`src/rtl/divider_arbiter.sv`:
```
// Round-robin front end that shares one multi-cycle divider among NUM_REQ requesters.
// It handles zero-divisor bypass, a watchdog timeout and a shared result bus with one-hot strobes.
module divider_arbiter #(
  parameter int NUM_REQ = 3,
  parameter int WIDTH   = 11,
  parameter int TIMEOUT = 64
) (
  input  logic               clk_in,
  input  logic               rst_n_in,
  input  logic [NUM_REQ-1:0] req_valid_in,
  input  logic [WIDTH-1:0]   req_dividend_in [NUM_REQ],
  input  logic [WIDTH-1:0]   req_divisor_in  [NUM_REQ],
  output logic [NUM_REQ-1:0] req_ready_out,
  output logic [NUM_REQ-1:0] resp_valid_out,
  output logic [WIDTH-1:0]   resp_quotient_out,
  output logic [WIDTH-1:0]   resp_remainder_out,
  output logic               resp_error_out,
  output logic [WIDTH-1:0]   div_dividend_out,
  output logic [WIDTH-1:0]   div_divisor_out,
  output logic               div_valid_out,
  input  logic [WIDTH-1:0]   div_quotient_in,
  input  logic [WIDTH-1:0]   div_remainder_in,
  input  logic               div_valid_in,
  input  logic               div_error_in,
  output logic               busy_out
);

  localparam int PW = $clog2(NUM_REQ);
  localparam int TW = $clog2(TIMEOUT);
  localparam logic [PW-1:0] LAST_IDX = PW'(NUM_REQ - 1);
  localparam logic [TW-1:0] TMR_LAST = TW'(TIMEOUT - 1);
  localparam logic [PW:0]   NUM_EXT  = (PW + 1)'(NUM_REQ);

  typedef enum logic [1:0] {
    S_IDLE    = 2'd0,
    S_ISSUE   = 2'd1,
    S_WAIT    = 2'd2,
    S_RESPOND = 2'd3
  } state_t;

  state_t             state_r;
  logic [PW-1:0]      rr_ptr_r;
  logic [PW-1:0]      grant_r;
  logic [WIDTH-1:0]   dividend_r;
  logic [WIDTH-1:0]   divisor_r;
  logic [TW-1:0]      timer_r;
  logic [WIDTH-1:0]   quot_r;
  logic [WIDTH-1:0]   rem_r;
  logic               err_r;
  logic [NUM_REQ-1:0] resp_valid_r;
  logic               div_valid_r;

  logic               found_s;
  logic [PW-1:0]      pick_s;
  logic [PW:0]        sum_s;
  logic [PW-1:0]      idx_s;
  logic [NUM_REQ-1:0] ready_s;

  function automatic logic [NUM_REQ-1:0] onehot(input logic [PW-1:0] idx);
    return NUM_REQ'(1) << idx;
  endfunction

  // Round-robin search: first pending requester at or after rr_ptr, wrapping explicitly.
  always_comb begin
    found_s = 1'b0;
    pick_s  = '0;
    sum_s   = '0;
    idx_s   = '0;
    for (int i = 0; i < NUM_REQ; i++) begin
      sum_s = {1'b0, rr_ptr_r} + (PW + 1)'(i);
      idx_s = (sum_s >= NUM_EXT) ? PW'(sum_s - NUM_EXT) : PW'(sum_s);
      if (!found_s && req_valid_in[idx_s]) begin
        found_s = 1'b1;
        pick_s  = idx_s;
      end else begin
        found_s = found_s;
        pick_s  = pick_s;
      end
    end
  end

  // Accept pulse: must follow the live request so a withdrawn request is never granted.
  always_comb begin
    if (rst_n_in && (state_r == S_IDLE) && found_s) begin
      ready_s = onehot(pick_s);
    end else begin
      ready_s = '0;
    end
  end

  // Main control FSM with registered divider handshake and result bus.
  always_ff @(posedge clk_in or negedge rst_n_in) begin
    if (!rst_n_in) begin
      state_r      <= S_IDLE;
      rr_ptr_r     <= '0;
      grant_r      <= '0;
      dividend_r   <= '0;
      divisor_r    <= '0;
      timer_r      <= '0;
      quot_r       <= '0;
      rem_r        <= '0;
      err_r        <= 1'b0;
      resp_valid_r <= '0;
      div_valid_r  <= 1'b0;
    end else begin
      div_valid_r  <= 1'b0;
      resp_valid_r <= '0;
      case (state_r)
        S_IDLE: begin
          if (found_s) begin
            grant_r    <= pick_s;
            dividend_r <= req_dividend_in[pick_s];
            divisor_r  <= req_divisor_in[pick_s];
            // A zero divisor never reaches the divider; answer immediately.
            if (req_divisor_in[pick_s] == '0) begin
              quot_r       <= '1;
              rem_r        <= req_dividend_in[pick_s];
              err_r        <= 1'b1;
              resp_valid_r <= onehot(pick_s);
              state_r      <= S_RESPOND;
            end else begin
              div_valid_r <= 1'b1;
              state_r     <= S_ISSUE;
            end
          end
        end
        S_ISSUE: begin
          timer_r <= '0;
          state_r <= S_WAIT;
        end
        S_WAIT: begin
          if (div_valid_in) begin
            quot_r       <= div_quotient_in;
            rem_r        <= div_remainder_in;
            err_r        <= div_error_in;
            resp_valid_r <= onehot(grant_r);
            state_r      <= S_RESPOND;
          end else if (timer_r == TMR_LAST) begin
            quot_r       <= '0;
            rem_r        <= '0;
            err_r        <= 1'b1;
            resp_valid_r <= onehot(grant_r);
            state_r      <= S_RESPOND;
          end else begin
            timer_r <= timer_r + TW'(1);
          end
        end
        S_RESPOND: begin
          rr_ptr_r <= (grant_r == LAST_IDX) ? '0 : grant_r + PW'(1);
          state_r  <= S_IDLE;
        end
        default: state_r <= S_IDLE;
      endcase
    end
  end

  assign req_ready_out      = ready_s;
  assign resp_valid_out     = resp_valid_r;
  assign resp_quotient_out  = quot_r;
  assign resp_remainder_out = rem_r;
  assign resp_error_out     = err_r;
  assign div_dividend_out   = dividend_r;
  assign div_divisor_out    = divisor_r;
  assign div_valid_out      = div_valid_r;
  assign busy_out           = (state_r != S_IDLE);

endmodule
```
`config.mk`:
```
export PLATFORM = sky130hd
export DESIGN_NAME = divider_arbiter
export DESIGN_NICKNAME = d
export VERILOG_FILES = /design/src/rtl/divider_arbiter.sv
export SDC_FILE = /design/constraint.sdc
export NUM_CORES = 1
export LEC_CHECK = 0
export ABC_AREA = 0
export BUFFER_PORTS_ARGS = -buffer_cell sky130_fd_sc_hd__clkbuf_2
export CORE_ASPECT_RATIO = 1.1
export CORE_UTILIZATION = 50
export CTS_CLUSTER_SIZE = 25
export DETAILED_ROUTE_END_ITERATION = 10
export PLACE_DENSITY = 0.82
export SYNTH_ARGS = -nofsm -noshare
export SYNTH_HDL_FRONTEND = slang
export SYNTH_SLANG_ARGS = --single-unit
```
`constraint.sdc`:
```
create_clock -name clk_in -period 9.9 [get_ports clk_in]
set_input_delay 1.485 -clock clk_in [delete_from_list [all_inputs] [get_ports clk_in]]
set_output_delay 1.485 -clock clk_in [all_outputs]
set_load 0.03 [all_outputs]
```
* After elaboration in Yosys (flattened, before gate mapping) *
Index checks and enable logic that the tools add are counted.

word-level totals
  register bits = 61
  output and inout port bits = 53
  input port bits = 95

cells by class
  $lt $le $gt $ge = 7
  eq/ne operators = 10
  bitwise gates (word level) = 1
  reduce and logical (&&, ||, !) cells = 15
  add/sub/neg operators = 7
  mux-type cells = 53
  shifts and indexed selects = 2

operator list
  operator                                             count
  two-way mux 11 bit                                   11
  binary-select mux 11 bit (select 2 bit)              2
  case mux 11 bit (2 select lines)                     2
  two-way mux 2 bit                                    11
  two-way mux 3 bit                                    5
  two-way mux 1 bit                                    13
  two-way mux 6 bit                                    2
  case mux 6 bit (2 select lines)                      1
  logical NOT 11 bit                                   1
  < comparator 2 x 3 -> 1 bit, second input constant   3
  case mux 2 bit (4 select lines)                      1
  adder 6 x 1 -> 6 bit, second input constant          1
  binary-select mux 1 bit (select 2 bit)               3
  equality test 2 bit, second input constant           3
  equality test 6 bit, second input constant           1
  >= comparator 3 x 2 -> 1 bit, second input constant  2
  != test 2 bit, second input constant                 3
  case mux 3 bit (2 select lines)                      1
  nonzero test 2 bit                                   3
  << shifter 1 x 2 -> 3 bit, first input constant      2
  subtractor 2 bit, second input constant              3
  logical AND 1 bit                                    4
  AND reduction 2 bit                                  2
  AND reduction 4 bit                                  1
  13 further kinds                                     14

* Depth between registers and ports, before layout *
  word-level depth = 19
  gate-level depth with buffers = 13
  mapped depth without buffers = 10

* Worst setup path after synthesis *
Ideal clock, no wire load.

  path kind = input-to-output
  from = input req_valid_in[1]
  to = output req_ready_out[2]
  arrival = 3736 ps
  setup slack = 4679 ps
  stages on the path = 9
  data required time = 8415 ps
  cells stage by stage = mux2_2 o2bb2ai_1 a22oi_2 buf_2 clkbuf_1 clkbuf_1 buf_1 nand3_1 nor2_1

on the way
  word-level cells in the longest chain between the ends = 11

ends and longest elaborated chain
  what                                                            line    source
  start, declared                                                 10      input logic [NUM_REQ-1:0] req_valid_in,
  binary-select mux 1 bit (select 2 bit)                          72      if (!found_s && req_valid_in[idx_s]) begin
  two-way mux 1 bit (implied by the code)                         72
  two-way mux 1 bit                                               72
  logical NOT 1 bit                                               72
  logical AND 1 bit                                               72
  two-way mux 1 bit                                               72
  logical NOT 1 bit                                               72
  logical AND 1 bit                                               72
  two-way mux 2 bit or two-way mux 1 bit (tied branches)          72
  << shifter 1 x 2 -> 3 bit or logical AND 1 bit (tied branches)  60, 84
  two-way mux 3 bit *                                             84      if (rst_n_in && (state_r == S_IDLE) && found_s) begin
  end, declared                                                   13      output logic [NUM_REQ-1:0] req_ready_out,

Mark *: on every way between the ends. The rest lies on a longest branch, timed or not. The select of a mux whose other input is x is not followed.

* Worst setup path in the final report *
  from = input req_valid_in[1]
  to = output req_ready_out[0]

Same word-level chain as after synthesis.

==> summary.txt <==
status - complete, no violations
Clk pwr share - 17.6%
FF-to-FF End - resp_remainder_out[6]$_DFFE_PN0P_
relative slew slack - 29.9%
htree depth - 3
layout cells sized above 1 - 39.8%
WHS Path Cells - 2
Worst Tran Pin Value - 1050 ps
sw power - 0.772 mW
routed vias - 3291
Vias/cell - 5.53
delay-heaviest family, CP - compound AO/OA/AOI/OAI gates
Port-buffer cells - 147
top-count cell post-synth - dfrtp_1
DR WL/cell - 15.5 um
Sink Count - 61
Area Overhead vs Synth - 27.7%
ant diodes - 0
syn nets - 467
final slew viol count - 0
unrepaired setup endpoints after global routing - false
vias in the first global route - 3217
crit path cell chain - clkbuf_2 -> mux2_2 -> a21oi_4 -> a31o_2 -> nand2_1 -> nor2_1 -> clkbuf_2
# rows - 32
Period minus WS final - 4950 ps
total gr overflow - 0
Layout Nets - 609
Largest stage delay, worst path - 630 ps
Synth area leaders - dfrtp_1 41%, mux2i_1 6.5%, mux2_2 5.8%
initial antenna violation count - 0
Synth Flop Type - dfrtp_1
synth cell count leaders - 61 x dfrtp_1, 44 x nand2_1, 29 x o21ai_0, 24 x mux2i_1, 19 x mux2_2
Comb pwr share - 57.2%
max-capacitance violation count - 0
GRT Overall Usage - 24.3%
final wirelength - 9250 um
FF-to-FF path depth - 10
largest net degree at the start of global routing - 63
Setup Skew - 7.71 ps
Max Clk Rate - 202 MHz
Synth cell types - 56
reg2reg setup slack - 5730 ps
DP Wirelength - 6870 um
Hold WC Path Type - flop to flop
Remaining DRCs - 0
Worst VDD drop - 198 uV
Fin Setup TNS - 0 ps
Crit Path Class - primary input to primary output
final setup fails - 0
CTS tree - yes
Static Leak - 2.41 nW
sequential power share - 25.2%
P_int - 0.930 mW
dominant cell type by area after synthesis - dfrtp_1
reg2reg start - rr_ptr_r[1]$_DFFE_PN0N_
first-pass GRT wire length - 14900 um
flops & latches, synth - 61
Post-synth ARST share - 100%
I/O pin cnt - 148
min-delay src - div_divisor_out[3]$_DFFE_PN0P_
Most common cell on crit path - clkbuf_2
WP buf/inv - 2
CTS buffer count - 9
CP Data Arrival Time - 3460 ps
Post-synth EDFFs - 0
die area - 0.00771 mm^2
Worst Setup Start Kind - primary input
pwr/cell area - 362 mW/mm^2
clock buffer depth - 2
Syn Inst Count - 363
clock latency on the worst-skew pair - 340 ps
DRT Pass-1 Iters - 4
Initial DRC Count - 157
Hold Path End - div_divisor_out[3]$_DFFE_PN0P_
part of the Yosys area used for sequential elements - 41.5%
final hold vios - 0
CP max stage cell - a31o_2
Mean Syn Cell Area - 10.1 um^2
Setup crit end kind - primary output
Die Width - 83.8 um
starting density of the core - 52.2%
Sw Ratio - 45.4%
number of gates resized after CTS - 0
top-area cell type share of the netlist area - 41.5%
hold_buf cts - 0
Die H - 92.0 um
data required time at the worst endpoint - 8420 ps
Worst-path clk slew - 70 ps
GPL Wtd Cong - 0.868
Core Area - 0.00705 mm^2
Min Hold Slack - 492 ps
worst-path fanout max - 20
ANT nets after route - 0
setup bufs post-CTS - 0
root buf cell - clkbuf_8
synth warn - 0
Tcrit/Tclk final - 50.0%
Mapped Area - 0.00368 mm^2
-- sequential cells by signal, indices dropped and copies added, names as in the netlist --
| name | count |
|---|---|
| resp_valid_out | 3 |
| div_dividend_out | 11 |
| resp_remainder_out | 11 |
| state_r | 2 |
| rr_ptr_r | 2 |
| grant_r | 2 |
| resp_quotient_out | 11 |
| resp_error_out | 1 |
| timer_r | 6 |
| div_valid_out | 1 |
| div_divisor_out | 11 |
-- power by group through the flow --
stage / combinational [mW] / clock (mW) / sequential, mW
3_5_place_dp: 0.973 / 0 / 0.431
4_1_cts: 0.975 / 0.303 / 0.429
6_report: 0.973 / 0.299 / 0.429
2_1_floorplan: 0.565 / 0 / 0.610
5_1_grt: 1.06 / 0.312 / 0.443
3_3_place_gp: 0.947 / 0 / 0.430
-- cells by family (layout without fill, tap and decap cells) --
| group | count (synthesis) | after routing | synth area share (%) |
|---|---|---|---|
| AO/OA/AOI/OAI | 101 | 101 | 20.2 |
| XOR/XNOR | 2 | 2 | 0.476 |
| adder cells (fa/ha/maj) | 9 | 9 | 3.06 |
| buffers and inverters | 36 | 183 | 4.83 |
| flip-flops | 61 | 61 | 41.5 |
| multiplexers | 51 | 51 | 15.6 |
| AND/OR/NAND/NOR | 103 | 103 | 14.3 |
-- how the worst max path moves through the flow --
stage                         start          endpoint  slack (ps)  cells after the start
floorplan           req_valid_in[1]  req_ready_out[2]        4680                      9
global placement    req_valid_in[1]  req_ready_out[0]        5070                      7
detailed placement  req_valid_in[1]  req_ready_out[0]        4960                      7
CTS                 req_valid_in[1]  req_ready_out[0]        4960                      7
global route        req_valid_in[1]  req_ready_out[0]        4850                      7
finish              req_valid_in[1]  req_ready_out[0]        4950                      7
-- metrics by stage --
stage / util (%) / cell area, um^2 / std cells / setup WS (ps) / total power [mW]
4_1_cts: 66.7 / 4700 / 595 / 4960 / 1.71
3_5_place_dp: 62.9 / 4430 / 579 / 4960 / 1.40
2_1_floorplan: - / 3680 / 363 / 4680 / 1.18
5_1_grt: 66.7 / 4700 / 595 / 4850 / 1.81
6_report: 66.7 / 4700 / 595 / 4950 / 1.70
3_3_place_gp: 62.9 / 4430 / 579 / 5070 / 1.38
-- per-layer routing --
| metal | global-route usage (%) | share of wire [%] | vias to the layer above |
|---|---|---|---|
| met3 | 4.05 | 4.1 | 22 |
| met4 | 10.9 | 2.6 | 0 |
| met5 | 0 | 0 | - |
| met2 | 42.4 | 51 | 122 |
| met1 | 29.5 | 42 | 1542 |
| li1 | - | - | 1605 |
-- layout by cell type, fill, tap and decap left out, types with 2 or more instances in the layout --
| cell | count |
|---|---|
| o21ai_0 | 29 |
| nor3b_1 | 2 |
| mux2_2 | 19 |
| buf_4 | 3 |
| xor2_1 | 2 |
| dfrtp_1 | 61 |
| nand2b_1 | 3 |
| a222oi_1 | 2 |
| ha_1 | 9 |
| clkbuf_2 | 147 |
| bufinv_16 | 4 |
| nor2b_1 | 5 |
| o32ai_1 | 3 |
| inv_1 | 17 |
| a21oi_1 | 16 |
| nand3b_1 | 3 |
| nand3_1 | 6 |
| clkinv_4 | 2 |
| a32oi_1 | 2 |
| and3b_1 | 2 |
| a22o_1 | 13 |
| nand2_1 | 44 |
| and2_1 | 14 |
| and3_1 | 2 |
| clkbuf_8 | 9 |
| nor2_1 | 14 |
| mux2i_1 | 24 |
| mux2_4 | 8 |
| a31oi_1 | 5 |
| nor3_1 | 3 |
| o22a_1 | 11 |
| a221oi_1 | 2 |
-- tightest hold or removal path, cell delays in order, from the launching register on --
cell	delay, ps
dfrtp_1	350
nand2_1	50
o21ai_0	60
-- layout make-up --
class / instances / area (um^2)
multi-input combinational: 266 / 1980
inverter: 17 / 63.8
sequential: 61 / 1530
timing repair buffer: 150 / 758
fill: 613 / 2350
clock inverter: 7 / 146
clock buffer: 9 / 124
tap: 85 / 106
Power figures use the tool's default switching activity.
